$ cat src/rtl/decode_pkg.sv
// Shared control-bundle type and MIPS opcode/funct constants for decode_queue.
// The DECODE_RI_EN macro makes main_dec_lane use is_alu_fn to flag reserved encodings.
package decode_pkg;

    typedef struct packed {
        logic [4:0] branch;
        logic [1:0] jump;
        logic [1:0] jumpreg;
        logic [1:0] exception;
        logic [2:0] move;
        logic [4:0] memory;
        logic [5:0] machine;
        logic [2:0] itype;
        logic       ri;
    } ctrl_t;

    localparam logic [5:0] OP_SPECIAL = 6'b000000;
    localparam logic [5:0] OP_REGIMM  = 6'b000001;
    localparam logic [5:0] OP_J       = 6'b000010;
    localparam logic [5:0] OP_JAL     = 6'b000011;
    localparam logic [5:0] OP_BEQ     = 6'b000100;
    localparam logic [5:0] OP_BNE     = 6'b000101;
    localparam logic [5:0] OP_BLEZ    = 6'b000110;
    localparam logic [5:0] OP_BGTZ    = 6'b000111;
    localparam logic [5:0] OP_COP0    = 6'b010000;

    localparam logic [2:0] OPG_ALUI   = 3'b001;
    localparam logic [2:0] OPG_LOAD   = 3'b100;
    localparam logic [2:0] OPG_STORE  = 3'b101;

    localparam logic [5:0] FN_JR      = 6'b001000;
    localparam logic [5:0] FN_JALR    = 6'b001001;
    localparam logic [5:0] FN_SYSCALL = 6'b001100;
    localparam logic [5:0] FN_BREAK   = 6'b001101;
    localparam logic [5:0] FN_MFHI    = 6'b010000;
    localparam logic [5:0] FN_MTHI    = 6'b010001;
    localparam logic [5:0] FN_MFLO    = 6'b010010;
    localparam logic [5:0] FN_MTLO    = 6'b010011;
    localparam logic [2:0] FN_ERET_HI = 3'b011;

    localparam logic [2:0] TYPE_R   = 3'b000;
    localparam logic [2:0] TYPE_I   = 3'b001;
    localparam logic [2:0] TYPE_JR  = 3'b010;
    localparam logic [2:0] TYPE_MOV = 3'b011;
    localparam logic [2:0] TYPE_MEM = 3'b100;
    localparam logic [2:0] TYPE_EXC = 3'b101;
    localparam logic [2:0] TYPE_CP0 = 3'b110;
    localparam logic [2:0] TYPE_RI  = 3'b111;

    // Plain R-type ALU/shift/mul-div funct codes that decode as ordinary TYPE_R.
    function automatic logic is_alu_fn(input logic [5:0] fn);
        case (fn)
            6'h00, 6'h02, 6'h03, 6'h04, 6'h06, 6'h07,
            6'h18, 6'h19, 6'h1A, 6'h1B,
            6'h20, 6'h21, 6'h22, 6'h23, 6'h24, 6'h25, 6'h26, 6'h27,
            6'h2A, 6'h2B: return 1'b1;
            default:      return 1'b0;
        endcase
    endfunction

endpackage

$ cat src/rtl/main_dec_lane.sv
// Combinational MIPS main decoder for one issue lane: instruction word -> ctrl_t.
// With DECODE_RI_EN defined, unlisted opcodes and unknown SPECIAL functs set ri/TYPE_RI.
module main_dec_lane
    import decode_pkg::*;
(
    input  logic [31:0] instr_i,
    output ctrl_t       ctrl_o
);

    logic [5:0] op;
    logic [5:0] fn;
    logic       unusedBits;

    assign op         = instr_i[31:26];
    assign fn         = instr_i[5:0];
    assign unusedBits = ^instr_i;

    always_comb begin
        ctrl_o = '0;
        case (op)
            OP_SPECIAL: begin
                case (fn)
                    FN_JR, FN_JALR: begin
                        ctrl_o.jumpreg = {1'b1, fn[0]};
                        ctrl_o.itype   = TYPE_JR;
                    end
                    FN_SYSCALL, FN_BREAK: begin
                        ctrl_o.exception = {1'b1, fn[0]};
                        ctrl_o.itype     = TYPE_EXC;
                    end
                    FN_MFHI, FN_MTHI, FN_MFLO, FN_MTLO: begin
                        ctrl_o.move  = {1'b1, fn[1:0]};
                        ctrl_o.itype = TYPE_MOV;
                    end
                    default: begin
                        ctrl_o.itype = TYPE_R;
`ifdef DECODE_RI_EN
                        if (!is_alu_fn(fn)) begin
                            ctrl_o.ri    = 1'b1;
                            ctrl_o.itype = TYPE_RI;
                        end
`endif
                    end
                endcase
            end
            // rt[0] picks GEZ over LTZ, rt[4] adds the link.
            OP_REGIMM: ctrl_o.branch = {2'b11, instr_i[16], 1'b0, instr_i[20]};
            OP_J, OP_JAL: ctrl_o.jump = {1'b1, op[0]};
            OP_BEQ:    ctrl_o.branch = 5'b10000;
            OP_BNE:    ctrl_o.branch = 5'b10100;
            OP_BLEZ:   ctrl_o.branch = 5'b11000;
            OP_BGTZ:   ctrl_o.branch = 5'b11110;
            OP_COP0: begin
                if (fn[5:3] == FN_ERET_HI) begin
                    ctrl_o.machine = 6'b110000;
                end else begin
                    ctrl_o.machine = {2'b10, instr_i[23], instr_i[2:0]};
                end
                ctrl_o.itype = TYPE_CP0;
            end
            default: begin
                if (op[5:3] == OPG_ALUI) begin
                    ctrl_o.itype = TYPE_I;
                end else if (op[5:3] == OPG_LOAD) begin
                    ctrl_o.memory = {2'b10, op[1:0], op[2]};
                    ctrl_o.itype  = TYPE_MEM;
                end else if (op[5:3] == OPG_STORE) begin
                    ctrl_o.memory = {2'b11, op[1:0], 1'b0};
                    ctrl_o.itype  = TYPE_MEM;
                end else begin
`ifdef DECODE_RI_EN
                    ctrl_o.ri    = 1'b1;
                    ctrl_o.itype = TYPE_RI;
`endif
                end
            end
        endcase
    end

endmodule

$ cat src/rtl/decode_queue.sv
// Circular instruction queue between fetch and issue, decoding the ISSUE_W oldest entries.
// Reserved-instruction flagging is enabled by defining DECODE_RI_EN (see main_dec_lane).
module decode_queue
    import decode_pkg::*;
#(
    parameter int DEPTH   = 8,
    parameter int FETCH_W = 2,
    parameter int ISSUE_W = 2
) (
    input  logic                         clk,
    input  logic                         reset,
    input  logic                         flush,
    input  logic                         in_valid,
    input  logic [$clog2(FETCH_W+1)-1:0] in_count,
    input  logic [FETCH_W*32-1:0]        in_instr,
    input  logic [FETCH_W*32-1:0]        in_pc,
    output logic                         in_ready,
    output logic [ISSUE_W-1:0]           out_valid,
    output logic [ISSUE_W*32-1:0]        out_pc,
    output ctrl_t [ISSUE_W-1:0]          out_ctrl,
    input  logic                         out_ready
);

    localparam int PW  = $clog2(DEPTH);
    localparam int CW  = $clog2(DEPTH + 1);
    localparam int CIW = $clog2(FETCH_W + 1);

    logic [31:0]   instrMem_q [DEPTH];
    logic [31:0]   pcMem_q    [DEPTH];
    logic [PW-1:0] rdPtr_q, rdPtr_d;
    logic [PW-1:0] wrPtr_q, wrPtr_d;
    logic [CW-1:0] count_q, count_d;
    logic [CW-1:0] popCount;
    logic          pushFire;
    logic          popFire;

    // Registered count only, so out_ready never reaches in_ready combinationally.
    assign in_ready = (count_q <= CW'(DEPTH - FETCH_W));
    assign pushFire = in_valid && in_ready && !flush;
    assign popFire  = out_ready && !flush;

    always_comb begin
        out_valid = '0;
        popCount  = '0;
        for (int i = 0; i < ISSUE_W; i++) begin
            out_valid[i] = !flush && (count_q > CW'(i));
            if (out_valid[i]) begin
                popCount = popCount + CW'(1);
            end
        end
    end

    always_comb begin
        rdPtr_d = rdPtr_q;
        wrPtr_d = wrPtr_q;
        count_d = count_q;
        if (flush) begin
            rdPtr_d = wrPtr_q;
            count_d = '0;
        end else begin
            if (pushFire) begin
                wrPtr_d = wrPtr_q + PW'(in_count);
                count_d = count_d + CW'(in_count);
            end
            if (popFire) begin
                rdPtr_d = rdPtr_q + PW'(popCount);
                count_d = count_d - popCount;
            end
        end
    end

    always_ff @(posedge clk or posedge reset) begin
        if (reset) begin
            rdPtr_q <= '0;
            wrPtr_q <= '0;
            count_q <= '0;
        end else begin
            rdPtr_q <= rdPtr_d;
            wrPtr_q <= wrPtr_d;
            count_q <= count_d;
        end
    end

    always_ff @(posedge clk) begin
        if (pushFire) begin
            for (int i = 0; i < FETCH_W; i++) begin
                if (CIW'(i) < in_count) begin
                    instrMem_q[wrPtr_q + PW'(i)] <= in_instr[i*32 +: 32];
                    pcMem_q[wrPtr_q + PW'(i)]    <= in_pc[i*32 +: 32];
                end
            end
        end
    end

    always @(posedge clk) begin
        if (!reset && in_valid) begin
            assert (in_count <= CIW'(FETCH_W));
        end
    end

    // Lane addresses wrap independently, so one issue group may straddle the array end.
    for (genvar g = 0; g < ISSUE_W; g++) begin : gLane
        logic [PW-1:0] rdAddr;
        assign rdAddr              = rdPtr_q + PW'(g);
        assign out_pc[g*32 +: 32]  = pcMem_q[rdAddr];
        main_dec_lane uDec (
            .instr_i (instrMem_q[rdAddr]),
            .ctrl_o  (out_ctrl[g])
        );
    end

endmodule

$ cat config.mk
export PLATFORM = sky130hd
export DESIGN_NAME = decode_queue
export DESIGN_NICKNAME = d
export VERILOG_FILES = /design/src/rtl/decode_pkg.sv /design/src/rtl/main_dec_lane.sv /design/src/rtl/decode_queue.sv
export SDC_FILE = /design/constraint.sdc
export NUM_CORES = 1
export LEC_CHECK = 0
export ABC_CLOCK_PERIOD_IN_PS = 4980
export BUFFER_PORTS_ARGS = -buffer_cell sky130_fd_sc_hd__buf_2
export CAP_MARGIN = 20
export CORE_ASPECT_RATIO = 1.25
export CORE_MARGIN = 1.5
export CORE_UTILIZATION = 44
export CTS_BUF_LIST = sky130_fd_sc_hd__clkbuf_16
export CTS_CLUSTER_SIZE = 8
export DETAILED_ROUTE_END_ITERATION = 8
export GPL_ROUTABILITY_DRIVEN = 0
export PLACE_DENSITY = 0.65
export SLEW_MARGIN = 0
export SYNTH_ARGS = -nofsm -noshare
export SYNTH_HDL_FRONTEND = slang
export SYNTH_SLANG_ARGS = --single-unit
$ cat constraint.sdc
create_clock -name clk -period 4.98 [get_ports clk]
set_input_delay 1.245 -clock clk [delete_from_list [all_inputs] [get_ports clk]]
set_output_delay 1.245 -clock clk [all_outputs]
set_load 0.1 [all_outputs]
Word-level counts from Yosys, hierarchy flattened
Memories as Yosys holds them, arrays and structs flattened.
Index checks and enable logic that the tools add are counted.
{ "classes": {"addsub": 7, "mul": 0, "div": 0, "magnitude_cmp": 5, "n_eq_ne": 40, "n_shift": 0, "mux": 48, "n_bitwise": 1, "n_reduce_logical": 22} }
{ "ops": {"columns": ["cell", "n"], "rows": [
  ["$eq A6 B5 Y1 const B", 10],
  ["$mux W5", 10],
  ["$pmux W5 S5", 2],
  ["$eq A6 B3 Y1 const B", 8],
  ["$eq A6 B4 Y1 const B", 8],
  ["$pmux W3 S3", 4],
  ["$mux W3", 10],
  ["$eq A6 B2 Y1 const B", 4],
  ["$mux W4", 5],
  ["$reduce_or A9 Y1", 2],
  ["$mux W7", 2],
  ["$reduce_or A7 Y1", 2],
  ["$eq A3 B3 Y1 const B", 4],
  ["$eq A6 B1 Y1 const B", 2],
  ["$logic_not A6 Y1", 2],
  ["$mux W2", 6],
  ["$mux W6", 2],
  ["$reduce_or A2 Y1", 6],
  ["$gt A4 B1 Y1 const B", 2],
  ["$reduce_or A4 Y1", 2],
  ["$mux W1", 7],
  ["$add A3 B1 Y3 const B", 2],
  ["$eq A3 B1 Y1 const B", 2],
  ["$eq A3 B2 Y1 const B", 2],
  ["other kinds (12)", 17]
]} }
{ "word_totals": {"regBits": 10, "latch_bits": 0, "ram_bits": 512, "mem_bits_ro": 0, "input_bits": 135, "out_inout_bits": 125, "word_cells": 128, "memories": 2} }
{ "mem_list": {"columns": ["name", "words", "word_bits", "rd", "rd_ports_with_merged_regs", "wr", "line", "rtl"], "rows": [
  ["instrMem_q", 8, 32, 2, 0, 2, "decode_queue.sv:28", "logic [31:0] instrMem_q [DEPTH];"],
  ["pcMem_q", 8, 32, 2, 0, 2, "decode_queue.sv:29", "logic [31:0] pcMem_q [DEPTH];"]
]} }

Logic depth before layout (Yosys ltp)
Gate-level depths: netlist of the first run.
{ "logic_depth": {"ltp_word": 8, "ltp_mapped": 13, "mapped_depth_nobuf": 11} }

Modules after synthesis
A second synthesis of the first run with hierarchy kept.
{ "hier_totals": {"hier_cells": 1764, "hier_area_um2": 30800.8} }
{ "by_module_without_submodules": {"columns": ["mod", "instances", "cells_per_inst", "area_per_inst_um2", "seq_area_each_um2"], "rows": [
  ["decode_queue", 1, 1648, 30120.1, 15625.0],
  ["main_dec_lane (gLane[1].uDec)", 1, 57, 346.6, 0.0],
  ["main_dec_lane (gLane[0].uDec)", 1, 59, 334.1, 0.0]
]} }

Least setup slack after synthesis of the first run
Ideal clock, no wire load.
{ "synth_path": {"path_kind": "register to register", "startpoint": "register count_q[1]", "endpoint": "memory instrMem_q[1][0] (enable)", "setup_time_ps": 517, "arrival_ps": 6188, "t_required_ps": 4463, "slack_ps": -1725, "stages_incl_launch_ff": 6, "n_path_buf": 1, "synth_period_minus_slack_ps": 6705, "path_cell_list": "dfrtp_1 -> a31oi_1 -> and3b_1 -> buf_2 -> o211ai_1 -> o21ai_0"} }
{ "synth_lines": {"columns": ["element", "line", "rtl"], "rows": [
  ["from (decl)", "decode_queue.sv:32", "logic [CW-1:0] count_q, count_d;"],
  ["from (signal assigned)", "decode_queue.sv:80", "count_q <= count_d;"],
  ["to (decl)", "decode_queue.sv:28", null]
]} }

==> results of run 1 <==
## flip-flops by register name, summed over array words and instances, names as in the netlist
signal	cells
rdPtr_q	3
count_q	4
pcMem_q	256
wrPtr_q	3
instrMem_q	120
## placed cells by master (no fill, tap or decap), types with 6 or more instances in the layout
| master | count |
|---|---|
| dfrtp_1 | 7 |
| nor3_2 | 8 |
| mux4_2 | 176 |
| mux4_1 | 6 |
| buf_12 | 47 |
| nor3b_1 | 16 |
| mux2_2 | 424 |
| buf_4 | 43 |
| nor2_1 | 49 |
| inv_1 | 37 |
| nor3_1 | 20 |
| edfxtp_1 | 376 |
| clkbuf_16 | 55 |
| a21oi_1 | 13 |
| buf_2 | 182 |
| mux2i_1 | 27 |
| nand2b_1 | 6 |
| ha_1 | 8 |
| nand3b_1 | 9 |
| o21ai_0 | 9 |
| nand2_1 | 126 |
## Yosys cell counts, types with 3 or more instances
cell type  count  area share (%)
nor2_1        49            0.79
xnor2_1        4            0.15
a31oi_1        3           0.081
mux4_2       175              17
buf_4          4            0.13
nor3_1        27            0.58
xor2_1         4            0.15
a211oi_1       4            0.13
edfxtp_1     376              48
nand3b_1       9            0.29
nor3b_1       16            0.52
nand2b_1       6            0.16
or2_2          4            0.11
nand3_1        5            0.11
clkbuf_1      34            0.55
and3b_1        5            0.19
mux4_1         7            0.79
o211ai_1       3           0.097
a21oi_1       15            0.32
a21o_1         3           0.097
fa_1           4            0.34
mux2_2       424              21
buf_2         48             1.0
buf_1         23            0.37
and3_1         6            0.16
dfrtp_1       10             1.1
mux2i_1       28             1.2
nand2_1      128             2.1
ha_1           9            0.48
inv_1         26            0.42
o22ai_1        4            0.11
o21bai_1       5            0.16
o21ai_0       15            0.32
nor4_1         8            0.21
nor2b_1        4            0.11
## metrics by stage
step | TNS (ps) | utilization (%)
after floorplan | -1880 | -
after global placement | 0 | 49.58
after detailed placement | 0 | 49.58
after CTS | 0 | 52.57
after global routing | -48.27 | 52.63
final | 0 | 52.63
## critical path, cell delays in order, from the launching register on
cell      delay (ps)
dfrtp_4          540
ha_4             410
buf_16           380
mux2_2           380
mux4_2           500
nor2b_1          210
nand4_1          200
o211ai_1         200
buf_12           220
## kinds of logic (layout without fill, tap and decap cells)
family	Yosys count	count (layout)	synth area share, %
AND/OR/NAND/NOR	281	281	5.760
adder cells (fa/ha/maj)	13	13	0.8275
AO/OA/AOI/OAI	56	56	1.462
multiplexers	634	634	39.43
buffers and inverters	139	375	2.644
flip-flops	386	386	49.56
XOR/XNOR	8	8	0.3009
other	1	6	0.01610
## worst min path at each step
stage | start | to | slack, ps | cells past startpoint
floorplan | wrPtr_q[1] | rdPtr_q[1] | 520 | 2
global placement | wrPtr_q[1] | wrPtr_q[1] | 560 | 2
detailed placement | wrPtr_q[1] | wrPtr_q[1] | 560 | 2
CTS | wrPtr_q[1] | wrPtr_q[1] | 580 | 2
global route | wrPtr_q[1] | wrPtr_q[1] | 600 | 2
finish | wrPtr_q[1] | wrPtr_q[1] | 580 | 2
## layer usage
layer  track usage (%)  part of all wire [%]
met1             31.01                    39
met2             44.48                    52
met4             9.420                   2.9
met3             3.768                   6.4
met5                 0                  0.14
## layout make-up
cell class / count / area [um2] / share of cell area (%)
clock inverters: 14 / 83.83 / 0.3037
diodes: 4 / 10.01 / 0.03626
clock buffers: 55 / 1376 / 4.986
multi-input cells: 994 / 11330 / 41.06
inverters: 28 / 105.1 / 0.3807
repair buffers: 278 / 2303 / 8.344
well taps: 672 / 840.8 / 3.046
flip-flops and latches: 386 / 11550 / 41.85
## timing repair
action	CTS	global route
buffers inserted	6	0
pin swaps	1	0
gates resized for setup	5	7
endpoints found under the setup margin	28	18
cloned	1	0
==> results, run 1 <==
- The flow ran to the end, and the final reports show no timing, DRC or antenna violations.
- The instance area at placement is 26010 um2.
- Measured along the x axis, the die boundary spans 208.8 um.
- The clock tree from TritonCTS is yes.
- Port buffering added 223 buffers.
- The count of hold-fix buffers inserted at cts is 0.
- The worst pin sits at a relative slew slack of 27.68%.
- The die span in y is 260.2 um.
- The number of hold-slack violations in the final timing report came to 0.
- The detail route stage leaves a number of antenna-violating nets equal to 0.
- The first global-routing pass estimated 100400 um of wire.
- The number of global-route vias before repair came to 15.82k.
- The final layout net count is 1890.
- The endpoint class of the critical path is an output pin.
- The largest fanout of any net on the critical path is 74.
- The number of distinct library cells after synthesis is 52.
- Hold is met by 575.0 ps.
- The minimum setup slack after placement is 395.6 ps.
- The maximum clock path buffer count is 3.
- The insertion delay to the later sink of the worst-skew pair is 570 ps.
- For the worst flop-to-flop path, the logic depth is 5.
- For this run, asynchronously set or reset flops after synthesis account for 2.591%.
- Setup repair after global routing could not meet its margin everywhere.
- The endpoint required time on the critical path is 3730 ps.
- The max-capacitance violation count is 0.
- For this block, the via count after detailed routing is 15.05k.
- Global routing consumed, over all layers together, 25.09% of the routing resources.
- The synthesized design contains 376 enable-type register cells.
- The minimum setup slack among reg-to-reg paths is 1800 ps.
- In the final routed layout, each cell accounts on average for 27.98 um.
- The critical path is of the reg -> out type.
- Timing would allow up to 205.5 MHz.
- In the routed design, unresolved DRC markers number 0.
- The path class of the lowest-slack min-delay path is reg -> reg.
- The slew at the pin with the worst max-slew slack is 1082 ps.
- The critical path starts at rdPtr_q[0].
- The average via count per standard cell is 6.192.
- The fraction of the cycle the final worst path needs is 97.71%.
- The clock transition at the registers of the reported paths is 50 ps.
- The total global routing overflow is 0.
- The number of standard-cell rows in the floorplan is 94.
- The total clock buffers created by CTS is 54.
- During I/O placement, the number of pins put on the boundary was 260.
- The root buffer cell chosen for the clock tree is clkbuf_16.
- The main flop type after synthesis is edfxtp_1.
- The final instance area is 27610 um2.
- The critical path startpoint category is a flip-flop.
- In this run the standard cell core region covers 52460 um2.
- For this design, the sink count on the clock tree is 386.
- The area of the die is 54320 um2.
- The initial core utilization is 44.39%.
- After synthesis the netlist holds a flip-flop and latch count of 386.
- Once layout is complete, the cells apart from fillers number 2431.
- In the final layout, the share of cells above drive strength 1 is 55.90%.
- The detailed placer's ending HPWL is 40950 um.
- The most critical setup path has its endpoint at out_ctrl[30].
- The mean area per synthesized cell is 15.34 um2.
- The clock skew after layout is 10.71 ps.
- The count of TritonRoute iterations in the first routing pass is 5.
- The total of endpoints with negative setup slack in the final report is 0.
- The synthesized instance count is 1518.
- The final max-slew violation count is 0.
- The total number of yosys warnings is 0.
- The number of antenna violations at the first check in global routing is 11.
- The launching point of the worst reg2reg path is count_q[2].
- The final worst-path setup slack is 114.0 ps.
- The area growth from synthesis to layout is 18.55%.
- The level count of the clock H-tree is 2.
- The pin count of the biggest net entering global routing is 75.
- The worst path arrival time is 3620 ps.
- After synthesis the cells add up to 23280 um2.
- The endpoint identified for the worst register-to-register timing path is pcMem_q[6][8].
- Once placement completed, the tool counted placed cells totaling 2351.
- Subtracting the final worst setup slack from the clock period gives 4866 ps.
- The number of DRC markers in iteration 0 is 1188.
- For this block, the routed nets add up to 68020 um of wire.
- The share of synthesized area occupied by flip-flops and latches is 49.56%.
- Counting the fill cells in the layout gives 4339.
Power of run 1 is left out: the tool's default activity adds up to more than one toggle a clock period on the data nets, which glitch-free logic cannot reach.
==> run 2, diff against run 1 <==
- BUFFER_PORTS_ARGS: -buffer_cell sky130_fd_sc_hd__buf_2 -> -buffer_cell sky130_fd_sc_hd__buf_4
==> run 2 against run 1 <==
Compared with the run above:
- utilization is 0.35 points higher
- first-iteration DRC count grew 9.5%
- critical path type unchanged
- register-to-register slack hardly changed
- fmax down 0.28%
- die area unchanged
- setup slack got worse by 14 ps
- sequential share of layout area is 0.28 points lower
- clock skew is 6.1 ps higher
- largest cell class unchanged
==> results, run 2 (synthesis results as in run 1) <==
- The depth of the worst register-to-register path is 6 (+1).
- The average routed wire per standard cell is 28.37 um (+1.4%).
- The largest registers in the layout are pcMem_q (256), instrMem_q (120), count_q (4).
- The width of the die is 208.8 um (unchanged).
- The total of endpoints with negative setup slack in the final report is 0 (unchanged).
- The number of antenna violations at the first check in global routing is 8 (-3).
- The largest fanout of any net on the critical path is 15 (-80%).
- The layout cell share with drive strength beyond 1 is 55.93% (about the same).
- The clock net sink count is 386 (unchanged).
- The average via count per standard cell is 6.197 (about the same).
- The worst register-to-register path begins at count_q[2].
- The total via count in the routed design is 15.11k (+0.37%).
- The total global routing overflow is 0 (unchanged).
- The run finished with clean final reports.
- The wire length of the first global-routing pass was 100300 um (-0.15%).
- The final critical path time including I/O delays and setup is 4880 ps (+13.69 ps).
- The endpoint class of the critical path is an output pin.
- The insertion delay to the later sink of the worst-skew pair was 610 ps (+40 ps).
- The maximum clock path buffer count came to 3 (unchanged).
- The register ranked first by flip-flop count is pcMem_q.
- The core footprint is 52460 um2 (unchanged).
- The number of flip-flops in the largest register is 256 (unchanged).
- The pin count of the biggest net entering global routing is 97 (+29%).
- The detailed placer's ending HPWL is 40150 um (-2.0%).
- The count of unresolved DRC violations after routing is 0 (unchanged).
- The fraction of the cycle the final worst path needs is 97.99% (+0.27 points).
- The total clock buffers created by CTS is 54 (unchanged).
- The port buffer count was 223 (unchanged).
- The count of hold-fix buffers inserted at cts is 0 (unchanged).
- The tree is rooted in a clkbuf_16.
- The clock skew after layout is 16.84 ps (+6.129 ps).
- The final layout net count was 1896 (+0.32%).
- The minimum setup slack among reg-to-reg paths is 1800 ps (about the same).
- The final-layout fill cell count is 4421 (+1.9%).
- The number of DRC markers in iteration 0 is 1301 (+9.5%).
- The path class of the lowest-slack min-delay path is reg -> reg.
- The die span in y is 260.2 um (unchanged).
- The clock tree from TritonCTS is yes.
- The area of the die was 54320 um2 (unchanged).
- Tracing the worst setup path back leads to its startpoint at rdPtr_q[1].
- The worst setup path is launched from a flip-flop.
- The slew at the pin with the worst max-slew slack is 1086 ps (+4.178 ps).
- The max-capacitance violation count is 0 (unchanged).
- The most common library cell in the layout ignoring fill and taps is mux2_2.
- The initial core utilization came to 44.39% (unchanged).
- The endpoint of the worst-slack reg-to-reg timing path is pcMem_q[6][6].
- The number of global-route vias before repair is 15.69k (-0.83%).
- The clock transition at the registers of the reported paths is 50 ps (about the same).
- The highest attainable clock frequency is 204.9 MHz (-0.28%).
- The fraction of the core area covered by cells at the end of the flow is 52.98% (+0.35 points).
- The total routing usage reported by global routing is 25.14% (+0.045 points).
- Compared with the post-synthesis result, the final layout area differs by 19.34%.
- The number of standard-cell rows in the floorplan is 94 (unchanged).
- The level count of the clock H-tree is 2 (unchanged).
- The count of TritonRoute iterations in the first routing pass is 6 (+1).
- The number of routed nets with antenna violations came to 0 (unchanged).
- Setup repair after global routing left no endpoint under its margin.
- The final max-slew violation count is 0 (unchanged).
- The library cells used most frequently in the layout, excluding fill and tap cells, are mux2_2 (424), edfxtp_1 (376), buf_4 (254).
- The last element of the critical path is out_ctrl[56].
- The routed wire length is 69170 um (+1.7%).
- The critical path start-end classification is reg -> out.
- The normalized max-slew margin is 27.32% (-0.36 points).
- The number of primary I/O pins is 260 (unchanged).
- The endpoint required time on the critical path is 3730 ps (about the same).
- The number of hold-slack violations in the final timing report was 0 (unchanged).
- The worst path arrival time is 3630 ps (about the same).
## run 2: cell count changes in the layout (fill, tap and decap cells not counted), sizes merged
cell    before  now
clkbuf      55   57
buf        277  281
clkinv       1    4
inv         40   38
bufinv       1    0
diode        4    5
## run 2: what timing repair did
item	4_1_cts	5_1_grt
gates resized for setup	6	9
cloned	1	2
buffers inserted	4	9
pin swaps	1	2
setup endpoints to repair	21	27
## run 2: area by class of cell
class	count	area (um2)	share of cell area (%)
Tap cell	672	840.8	3.026
Multi-Input combinational cell	994	11320	40.74
Antenna cell	5	12.51	0.04502
Inverter	28	105.1	0.3782
Timing Repair Buffer	284	2502	9.005
Clock inverter	14	78.83	0.2837
Clock buffer	55	1376	4.953
Sequential cell	386	11550	41.57
## run 2: worst min-delay path by stage
stage | from | end | cells after the start
finish | wrPtr_q[1] | wrPtr_q[1] | 2
global placement | wrPtr_q[1] | wrPtr_q[1] | 2
detailed placement | wrPtr_q[1] | wrPtr_q[1] | 2
global route | wrPtr_q[1] | rdPtr_q[1] | 2
floorplan | wrPtr_q[1] | rdPtr_q[1] | 2
CTS | wrPtr_q[1] | wrPtr_q[1] | 2
## run 2: metrics by stage
stage	setup TNS, ps	cell area, um2	instances	hold slack, ps	worst slack, ps
2_1_floorplan	-1880	23350	1519	516.3	-626.6
3_3_place_gp	0	26010	2347	559.2	388.1
3_5_place_dp	0	26040	2348	561.8	368.2
4_1_cts	0	27590	2422	573.2	0.06128
5_1_grt	0	27790	2438	659.2	4.740
6_report	0	27790	2438	587.2	100.3
## run 2: worst max-delay path, cell delays in order (launching register included)
cell and delay, ps:
dfrtp_4 550, ha_4 260, buf_12 140, buf_4 200
nor3_1 190, a21oi_1 80, a211o_1 320, and2_1 190
or4_1 640, o21ai_1 140, buf_4 310
## run 2: metal layers
metal  vias up  track usage [%]  routed length, um
met5         -                0                 62
li1       6542                -                  -
met4         8            8.535               1948
met2       567            44.22              35250
met3       117            4.915               4681
met1      7875            30.96              27230
Power of run 2 is left out for the same reason.
